<file path="src/rtl/timer_pkg.sv">
// Shared definitions for the timer front-panel entry stage: FSM state
// encodings, time field width, default preset limit and the wrap helper.
package timer_pkg;

  localparam int TIME_W          = 6;
  localparam int MAX_VAL_DEFAULT = 59;

  typedef enum logic [1:0] {
    EDIT = 2'd0,
    RUN  = 2'd1,
    DONE = 2'd2
  } state_t;

  // Increment a minutes/seconds field, rolling over to zero after max_v.
  function automatic logic [TIME_W-1:0] wrap_inc(
    input logic [TIME_W-1:0] v,
    input logic [TIME_W-1:0] max_v
  );
    logic [TIME_W-1:0] r;
    if (v == max_v) r = '0;
    else            r = v + 1'b1;
    return r;
  endfunction

endpackage

</file>
<file path="src/rtl/timer_preset_entry_btn_debounce.sv">
// Single push-button conditioning path: 2-flop synchronizer, stability
// counter that accepts a level after DEBOUNCE_CYCLES identical samples, and
// a registered rising-edge detector producing a one-cycle press pulse.
module btn_debounce #(
  parameter int DEBOUNCE_CYCLES = 1000000
) (
  input  logic clk,
  input  logic rst_n,
  input  logic btn_raw,
  output logic btn_level,
  output logic btn_press
);

  localparam int CNT_W = (DEBOUNCE_CYCLES > 2) ? $clog2(DEBOUNCE_CYCLES) : 1;
  localparam logic [CNT_W-1:0] CNT_END = CNT_W'(DEBOUNCE_CYCLES - 1);

  logic             sync_q1;
  logic             sync_q2;
  logic             level_d;
  logic [CNT_W-1:0] cnt;

  always_ff @(posedge clk or negedge rst_n) begin
    if (!rst_n) begin
      sync_q1 <= 1'b0;
      sync_q2 <= 1'b0;
    end else begin
      sync_q1 <= btn_raw;
      sync_q2 <= sync_q1;
    end
  end

  // Count consecutive samples that disagree with the accepted level; any
  // sample that agrees again restarts the run.
  always_ff @(posedge clk or negedge rst_n) begin
    if (!rst_n) begin
      cnt       <= '0;
      btn_level <= 1'b0;
    end else if (sync_q2 == btn_level) begin
      cnt <= '0;
    end else if (cnt == CNT_END) begin
      cnt       <= '0;
      btn_level <= sync_q2;
    end else begin
      cnt <= cnt + 1'b1;
    end
  end

  always_ff @(posedge clk or negedge rst_n) begin
    if (!rst_n) begin
      level_d   <= 1'b0;
      btn_press <= 1'b0;
    end else begin
      level_d   <= btn_level;
      btn_press <= btn_level & ~level_d;
    end
  end

endmodule

</file>
<file path="src/rtl/timer_preset_entry.sv">
// Front-panel preset entry for the countdown timer: debounced buttons, min/sec
// preset editing, load pulse and run/done status. Optional auto-repeat of the
// min/sec buttons is enabled with `define TIMER_PRESET_AUTO_REPEAT_EN.
module timer_preset_entry
  import timer_pkg::*;
#(
  parameter int DEBOUNCE_CYCLES = 1000000,
  parameter int MAX_VAL         = MAX_VAL_DEFAULT,
  parameter int REPEAT_DELAY    = 25000000,
  parameter int REPEAT_RATE     = 5000000
) (
  input  logic              clk,
  input  logic              rst_n,
  input  logic              btn_min,
  input  logic              btn_sec,
  input  logic              btn_clr,
  input  logic              btn_start,
  input  logic              timer_done,
  output logic [TIME_W-1:0] min,
  output logic [TIME_W-1:0] sec,
  output logic              load,
  output logic              running,
  output logic              expired
);

  localparam logic [TIME_W-1:0] MAX_V = TIME_W'(MAX_VAL);

  logic press_min, press_sec, press_clr, press_start;
  logic level_min, level_sec, level_clr, level_start;
  logic inc_min, inc_sec;
  logic unused_levels;

  state_t            state, state_nxt;
  logic [TIME_W-1:0] min_nxt, sec_nxt;
  logic              load_c;
  logic              first_run;
  logic              any_press;
  logic              preset_zero;

  btn_debounce #(.DEBOUNCE_CYCLES(DEBOUNCE_CYCLES)) u_db_min (
    .clk(clk), .rst_n(rst_n), .btn_raw(btn_min),
    .btn_level(level_min), .btn_press(press_min)
  );

  btn_debounce #(.DEBOUNCE_CYCLES(DEBOUNCE_CYCLES)) u_db_sec (
    .clk(clk), .rst_n(rst_n), .btn_raw(btn_sec),
    .btn_level(level_sec), .btn_press(press_sec)
  );

  btn_debounce #(.DEBOUNCE_CYCLES(DEBOUNCE_CYCLES)) u_db_clr (
    .clk(clk), .rst_n(rst_n), .btn_raw(btn_clr),
    .btn_level(level_clr), .btn_press(press_clr)
  );

  btn_debounce #(.DEBOUNCE_CYCLES(DEBOUNCE_CYCLES)) u_db_start (
    .clk(clk), .rst_n(rst_n), .btn_raw(btn_start),
    .btn_level(level_start), .btn_press(press_start)
  );

`ifdef TIMER_PRESET_AUTO_REPEAT_EN
  localparam int RPT_MAX = (REPEAT_DELAY > REPEAT_RATE) ? REPEAT_DELAY : REPEAT_RATE;
  localparam int RPT_W   = $clog2(RPT_MAX);
  localparam logic [RPT_W-1:0] DELAY_END = RPT_W'(REPEAT_DELAY - 1);
  localparam logic [RPT_W-1:0] RATE_END  = RPT_W'(REPEAT_RATE - 1);

  logic [1:0] rpt_level;
  logic [1:0] rpt_hit;

  assign rpt_level = {level_sec, level_min};

  // Hold counter per edit button: first repeat after REPEAT_DELAY, then one
  // every REPEAT_RATE cycles; restarts on release or when leaving EDIT.
  for (genvar g = 0; g < 2; g++) begin : g_rpt
    logic [RPT_W-1:0] cnt;
    logic             armed;

    assign rpt_hit[g] = rpt_level[g] && (state == EDIT) &&
                        (cnt == (armed ? RATE_END : DELAY_END));

    always_ff @(posedge clk or negedge rst_n) begin
      if (!rst_n) begin
        cnt   <= '0;
        armed <= 1'b0;
      end else if (!rpt_level[g] || (state != EDIT)) begin
        cnt   <= '0;
        armed <= 1'b0;
      end else if (rpt_hit[g]) begin
        cnt   <= '0;
        armed <= 1'b1;
      end else begin
        cnt <= cnt + 1'b1;
      end
    end
  end

  assign inc_min       = press_min | rpt_hit[0];
  assign inc_sec       = press_sec | rpt_hit[1];
  assign unused_levels = level_clr ^ level_start;
`else
  localparam int unused_repeat_cfg = REPEAT_DELAY + REPEAT_RATE;

  assign inc_min       = press_min;
  assign inc_sec       = press_sec;
  assign unused_levels = level_min ^ level_sec ^ level_clr ^ level_start;
`endif

  assign any_press   = press_min | press_sec | press_clr | press_start;
  assign preset_zero = (min == '0) && (sec == '0);
  assign load        = load_c;

  // Next-state and preset update. Clear dominates everything, a valid start
  // freezes the preset, and increments only apply when no start is taken.
  always_comb begin
    state_nxt = state;
    min_nxt   = min;
    sec_nxt   = sec;
    load_c    = 1'b0;
    case (state)
      EDIT: begin
        if (press_clr) begin
          min_nxt = '0;
          sec_nxt = '0;
        end else if (press_start && !preset_zero) begin
          load_c    = 1'b1;
          state_nxt = RUN;
        end else begin
          if (inc_min) min_nxt = wrap_inc(min, MAX_V);
          if (inc_sec) sec_nxt = wrap_inc(sec, MAX_V);
        end
      end
      RUN: begin
        if (press_clr)                     state_nxt = EDIT;
        else if (timer_done && !first_run) state_nxt = DONE;
      end
      DONE: begin
        if (press_clr) begin
          state_nxt = EDIT;
          min_nxt   = '0;
          sec_nxt   = '0;
        end else if (any_press) begin
          state_nxt = EDIT;
        end
      end
      default: state_nxt = EDIT;
    endcase
  end

  // first_run masks a done flag left over from the previous countdown during
  // the cycle right after load.
  always_ff @(posedge clk or negedge rst_n) begin
    if (!rst_n) begin
      state     <= EDIT;
      min       <= '0;
      sec       <= '0;
      running   <= 1'b0;
      expired   <= 1'b0;
      first_run <= 1'b0;
    end else begin
      state     <= state_nxt;
      min       <= min_nxt;
      sec       <= sec_nxt;
      running   <= (state_nxt == RUN);
      expired   <= (state_nxt == DONE);
      first_run <= load_c;
    end
  end

endmodule

</file>
<file path="config.mk">
export PLATFORM = sky130hd
export DESIGN_NAME = timer_preset_entry
export DESIGN_NICKNAME = d
export VERILOG_FILES = /design/src/rtl/timer_pkg.sv /design/src/rtl/timer_preset_entry_btn_debounce.sv /design/src/rtl/timer_preset_entry.sv
export SDC_FILE = /design/constraint.sdc
export NUM_CORES = 1
export LEC_CHECK = 0
export CORE_MARGIN = 2
export CORE_UTILIZATION = 35
export DETAILED_ROUTE_END_ITERATION = 8
export MAX_ROUTING_LAYER = met4
export PLACE_DENSITY_LB_ADDON = 0.08
export SLEW_MARGIN = 10
export SYNTH_ARGS = -nofsm -noshare
export SYNTH_HDL_FRONTEND = slang
export SYNTH_SLANG_ARGS = --single-unit
</file>
<file path="constraint.sdc">
create_clock -name clk -period 2.04 [get_ports clk]
set_input_delay 0.408 -clock clk [delete_from_list [all_inputs] [get_ports clk]]
set_output_delay 0.408 -clock clk [all_outputs]
set_load 0.03 [all_outputs]
</file>
Yosys cells after proc, flatten, opt, wreduce, memory -nomap -nowiden
Cells that the tools add are included.

Register bits: 117. Output and inout bits: 15.

Add/subtract/negate cells: 6. Equality and inequality tests: 18. Multiplexer cells: 29. Bitwise operators: 15. Reductions and logical operators: 15.

Operator list (count): 2-to-1 mux 20 bit (8); adder 20 x 1 -> 20 bit, second input constant (4); == test 20 bit, second input constant (4); 2-to-1 mux 6 bit (9); case mux 6 bit (2 select lines) (2); adder 6 x 1 -> 6 bit, second input constant (2); == test 6 bit, second input constant (2); zero test 6 bit (2); 2-to-1 mux 2 bit (6); inverter 1 bit (8); AND reduction 2 bit (4); AND reduction 4 bit (2); inequality test 3 x 1 -> 1 bit, second input constant (2); case mux 2 bit (3 select lines) (1); bitwise AND 1 bit (4); == test 1 bit (4); == test 2 x 1 -> 1 bit, second input constant (2); == test 2 bit, second input constant (2); logical AND 1 bit (3); 2-to-1 mux 1 bit (3); inequality test 3 x 2 -> 1 bit, second input constant (1); OR 1 bit (3); zero test 1 bit (2); zero test 2 bit (1); 2 further kinds (2).

Depth between registers and ports, before layout
Depth in word-level cells: 8. Depth in mapped cells: 7. Gate-level depth less buffers: 6.

By module
A second synthesis with hierarchy kept.

Cell total of the unflattened synthesis: 542. Area total of the unflattened synthesis: 5675.4 um2.

By module, submodules not included: btn_debounce (instances 4, cells each 111, area an instance 1171.1 um2); timer_preset_entry (instances 1, cells each 98, area an instance 991.0 um2).

Worst setup path after synthesis
No wires, ideal clock.

Path type: register -> register. Start: register min[0]. End: register min[2]. Library setup time: 120 ps. Data arrival time: 2034 ps. Setup slack: -114 ps. Stages on the path, launching flop included: 8. Buffers on the path: 1. Clock period less this slack: 2154 ps. Cells stage by stage: dfrtp_1 > inv_1 > ha_1 > nor4bb_1 > a31oi_2 > buf_2 > o31a_1 > a31o_2.

Longest elaborated chain between the ends: 6. Elaborated cells between the ends (all ways): 13. Those cells by class: add/sub (1); eq/ne (2); mux (5); reduce/logical (5).

Ends and longest elaborated chain: from (decl) (line timer_preset_entry.sv:19) `output logic [TIME_W-1:0] min,`; from (signal assigned) (line timer_preset_entry.sv:160) `min <= min_nxt;`; adder 6 x 1 -> 6 bit, or another cell as far along (line timer_pkg.sv:21) `else r = v + 1'b1;`; 2-to-1 mux 6 bit / logical AND 1 bit (equally long branches) (line timer_pkg.sv:20, timer_preset_entry.sv:108); 2-to-1 mux 6 bit / zero test 1 bit (equally long branches) (line timer_preset_entry.sv:127, timer_preset_entry.sv:123); 2-to-1 mux 6 bit / logical AND 1 bit (equally long branches) (line timer_preset_entry.sv:123) `end else if (press_start && !preset_zero) begin`; 2-to-1 mux 6 bit / inequality test 3 x 2 -> 1 bit (equally long branches); case mux 6 bit (2 select lines) / AND reduction 4 bit (equally long branches).

Parallel ways exist; a longest one is shown, timed or not. The select of a mux whose other input is x is not followed. A chain may end at the register's enable or synchronous reset.

Worst setup path after layout
Start: register u_db_clr.btn_press. End: output load.

Longest elaborated chain between the ends: 2.

Ends and longest elaborated chain: from (decl) (line timer_preset_entry_btn_debounce.sv:11) `output logic btn_press`; from (signal assigned) (line timer_preset_entry_btn_debounce.sv:54) `btn_press <= btn_level & ~level_d;`; 2-to-1 mux 1 bit (line timer_preset_entry.sv:120) `if (press_clr) begin`; 2-to-1 mux 1 bit (line timer_preset_entry.sv:118) `case (state)`; to (decl) (line timer_preset_entry.sv:21) `output logic load,`.

Every way passes these cells.

==> results.json <==
{
  "yosysUniqueCellTypes": 45,
  "clk_latency_ps": 420,
  "layout-drive-gt1-share": 0.154,
  "std_cell_rows": 46,
  "io_buffers": 21,
  "ant_nets": 0,
  "synth_edf_count": 0,
  "yosysTopAreaCellShare": 0.524,
  "gp_congestion": 0.779,
  "timing.hold.ws_ps": 345,
  "slowest_stage": "or4b_4",
  "design_area_sq_um": 6900,
  "worst_pin_slew_ps": 440,
  "cts_tree": "built",
  "dpl_cell_area_sq_um": 6280,
  "synth_area_per_cell_sq_um": 10.1,
  "first_pass_iters": 4,
  "worstReg2RegStart": "min[0]",
  "drc": 0,
  "grt_pass1_vias": 4204,
  "hold_violations": 0,
  "hold_path_class": "flop to flop",
  "reg2reg_slack_ps": 30,
  "start_util": 0.354,
  "peakVddDrop_uv": 606,
  "setup_slack_ps": -43.5,
  "critPathTopFamily": "simple AND/OR/NAND/NOR gates",
  "synth.cells.most_frequent": "117 x dfrtp_1, 75 x nor2_1, 38 x nand3_1",
  "path_buf_inv": 1,
  "clk_path_buf_depth": 2,
  "fin_util": 0.438,
  "drtIter0Drc": 185,
  "reg2reg_to": "sec[4]",
  "routedWlPerCell_um": 14.1,
  "grt_max_degree": 48,
  "routed_wl_um": 11800,
  "via_count": 4216,
  "power.leakage_nw": 2.95,
  "syn_to_final_growth_pct": 23.6,
  "status": "complete, but fails checks",
  "cts_htree_levels": 4,
  "yosys_warnings": 0,
  "crit_arrival_ps": 1680,
  "via_per_inst": 5.03,
  "numCtsBuffers": 17,
  "finalPower_mw": 5.15,
  "period_needed_ps": 2080,
  "fillerInstances": 1553,
  "cp.required_ps": 1630,
  "grt_use_total": 0.158,
  "holdPathStages": 0,
  "ys_ff_latch": 117,
  "max_cap_violations": 0,
  "overflow": 0,
  "yosysTopAreaCell": "dfrtp_1",
  "core_sq_um": 15800,
  "grt_pass1_wl_um": 20400,
  "slew_violations": 0,
  "io_pins": 22,
  "relSlewSlack": 0.707,
  "violations": "setup timing",
  "die_x_um": 130,
  "async_flop_share": 1.00,
  "maxClockFrequency_ghz": 0.480,
  "clkSinkCount": 117,
  "critPathKind": "flop to primary output",
  "nNetsFinal": 628,
  "synth-main-ff-cell": "dfrtp_1",
  "finalSetupViolCount": 1,
  "start_kind": "flop",
  "yosysMostFrequentCell": "dfrtp_1",
  "dpl.hpwl_um": 7890,
  "yosysSeqAreaShare": 0.524,
  "synth_nets": 567,
  "hold_path_end": "u_db_min.sync_q2",
  "clock-root-buffer": "clkbuf_16",
  "synth_area_leaders": "dfrtp_1 52%, nor2_1 5.0%, xor2_1 4.4%, xnor2_1 4.2%, nand3_1 3.4%",
  "die_h_um": 130,
  "cp_max_fo": 2,
  "power_density_nw_per_um2": 747,
  "critPathCaptureType": "primary output",
  "antenna_found_initial": 0,
  "rsz0062_at_grt": "yes",
  "fin_skew_ps": 9.70,
  "synth_cells": 552,
  "die-area_sq_um": 17000,
  "netlist_area_sq_um": 5590,
  "critical_path.max_stage_delay_ps": 560,
  "ff2ff_path_depth": 8,
  "finalCritPeriodShare": 1.02,
  "hold_start": "u_db_min.sync_q1",
  "antenna_cells": 0,
  "path_cells": "or4b_4, a31oi_4, buf_6",
  "clk_pin_slew_ps": 50
}
[area by class of cell]
type | instances | area, sq um | area share
Tap cell | 216 | 270 | 0.0391
Timing Repair Buffer | 58 | 519 | 0.0752
Multi-Input combinational cell | 402 | 2610 | 0.377
Clock buffer | 23 | 488 | 0.0707
Inverter | 17 | 63.8 | 0.00924
Sequential cell | 117 | 2930 | 0.424
Clock inverter | 5 | 27.5 | 0.00399
[how the worst max path moves through the flow]
stage               slack, ps               end                from  cells past startpoint
floorplan                   3            sec[2]              sec[0]                      5
global placement          130   u_db_sec.cnt[4]    u_db_sec.cnt[16]                      5
detailed placement         70  u_db_min.cnt[16]     u_db_min.cnt[3]                      4
CTS                       -70              load            state[1]                      3
global route              -90              load  u_db_clr.btn_press                      3
finish                    -40              load  u_db_clr.btn_press                      3
[power by group]
part	leakage (nW)	switching, mW	internal (mW)
clock	0.256	0.985	1.64
combinational	1.10	0.0988	0.0536
sequential	1.59	0.0262	2.35
[routing by layer]
layer,track usage,part of all wire
met1,0.208,0.51
met2,0.224,0.44
met3,0.0525,0.035
met4,0.0670,0.017
met5,-,0
[metrics by stage]
stage / setup WS [ps] / instances / TNS, ps
4_1_cts: -65.8 / 837 / -65.8
2_1_floorplan: 2.68 / 552 / 0
3_3_place_gp: 129 / 804 / 0
5_1_grt: -94.1 / 838 / -416
6_report: -43.5 / 838 / -43.5
3_5_place_dp: 69.8 / 804 / 0
[state kept, by name, indices dropped and copies added (netlist names), 2 cells and up]
register,flops
min,6
u_db_sec.cnt,20
u_db_clr.cnt,20
state,2
sec,6
u_db_min.cnt,20
u_db_start.cnt,20
[layout by cell type, fill, tap and decap left out, types with 7 or more instances in the layout]
cell type | Yosys | layout
dfrtp_1 | 117 | 115
nor2_1 | 75 | 75
nand3_1 | 38 | 38
buf_4 | 0 | 35
nand2_1 | 30 | 30
xor2_1 | 28 | 28
xnor2_1 | 27 | 27
a21oi_1 | 21 | 21
nand4_1 | 20 | 20
clkbuf_16 | 0 | 17
nor4_1 | 17 | 16
inv_1 | 17 | 15
o21ai_0 | 15 | 14
clkdlybuf4s50_1 | 0 | 14
o31ai_1 | 15 | 13
or4_1 | 13 | 12
or3_1 | 11 | 11
and3_1 | 10 | 10
nor3_1 | 10 | 9
ha_1 | 8 | 8
nor2b_1 | 7 | 7
[logic make-up after synthesis]
logic type | synth area share
fa+ha+maj | 0.0179
compound gates | 0.0968
xor+xnor | 0.0862
mux | 0.00806
flops | 0.524
buf+inv | 0.0231
simple gates | 0.244
[timing repair]
item | CTS | global route
hold buffers | 1 | 0
endpoints found under the setup margin | 2 | 32
resized for setup | 7 | 9
buffers inserted | 4 | 1
hold endpoints to repair | 27 | 0
pin swaps | 2 | 3
No activity file was read; power rests on OpenSTA's default activity.
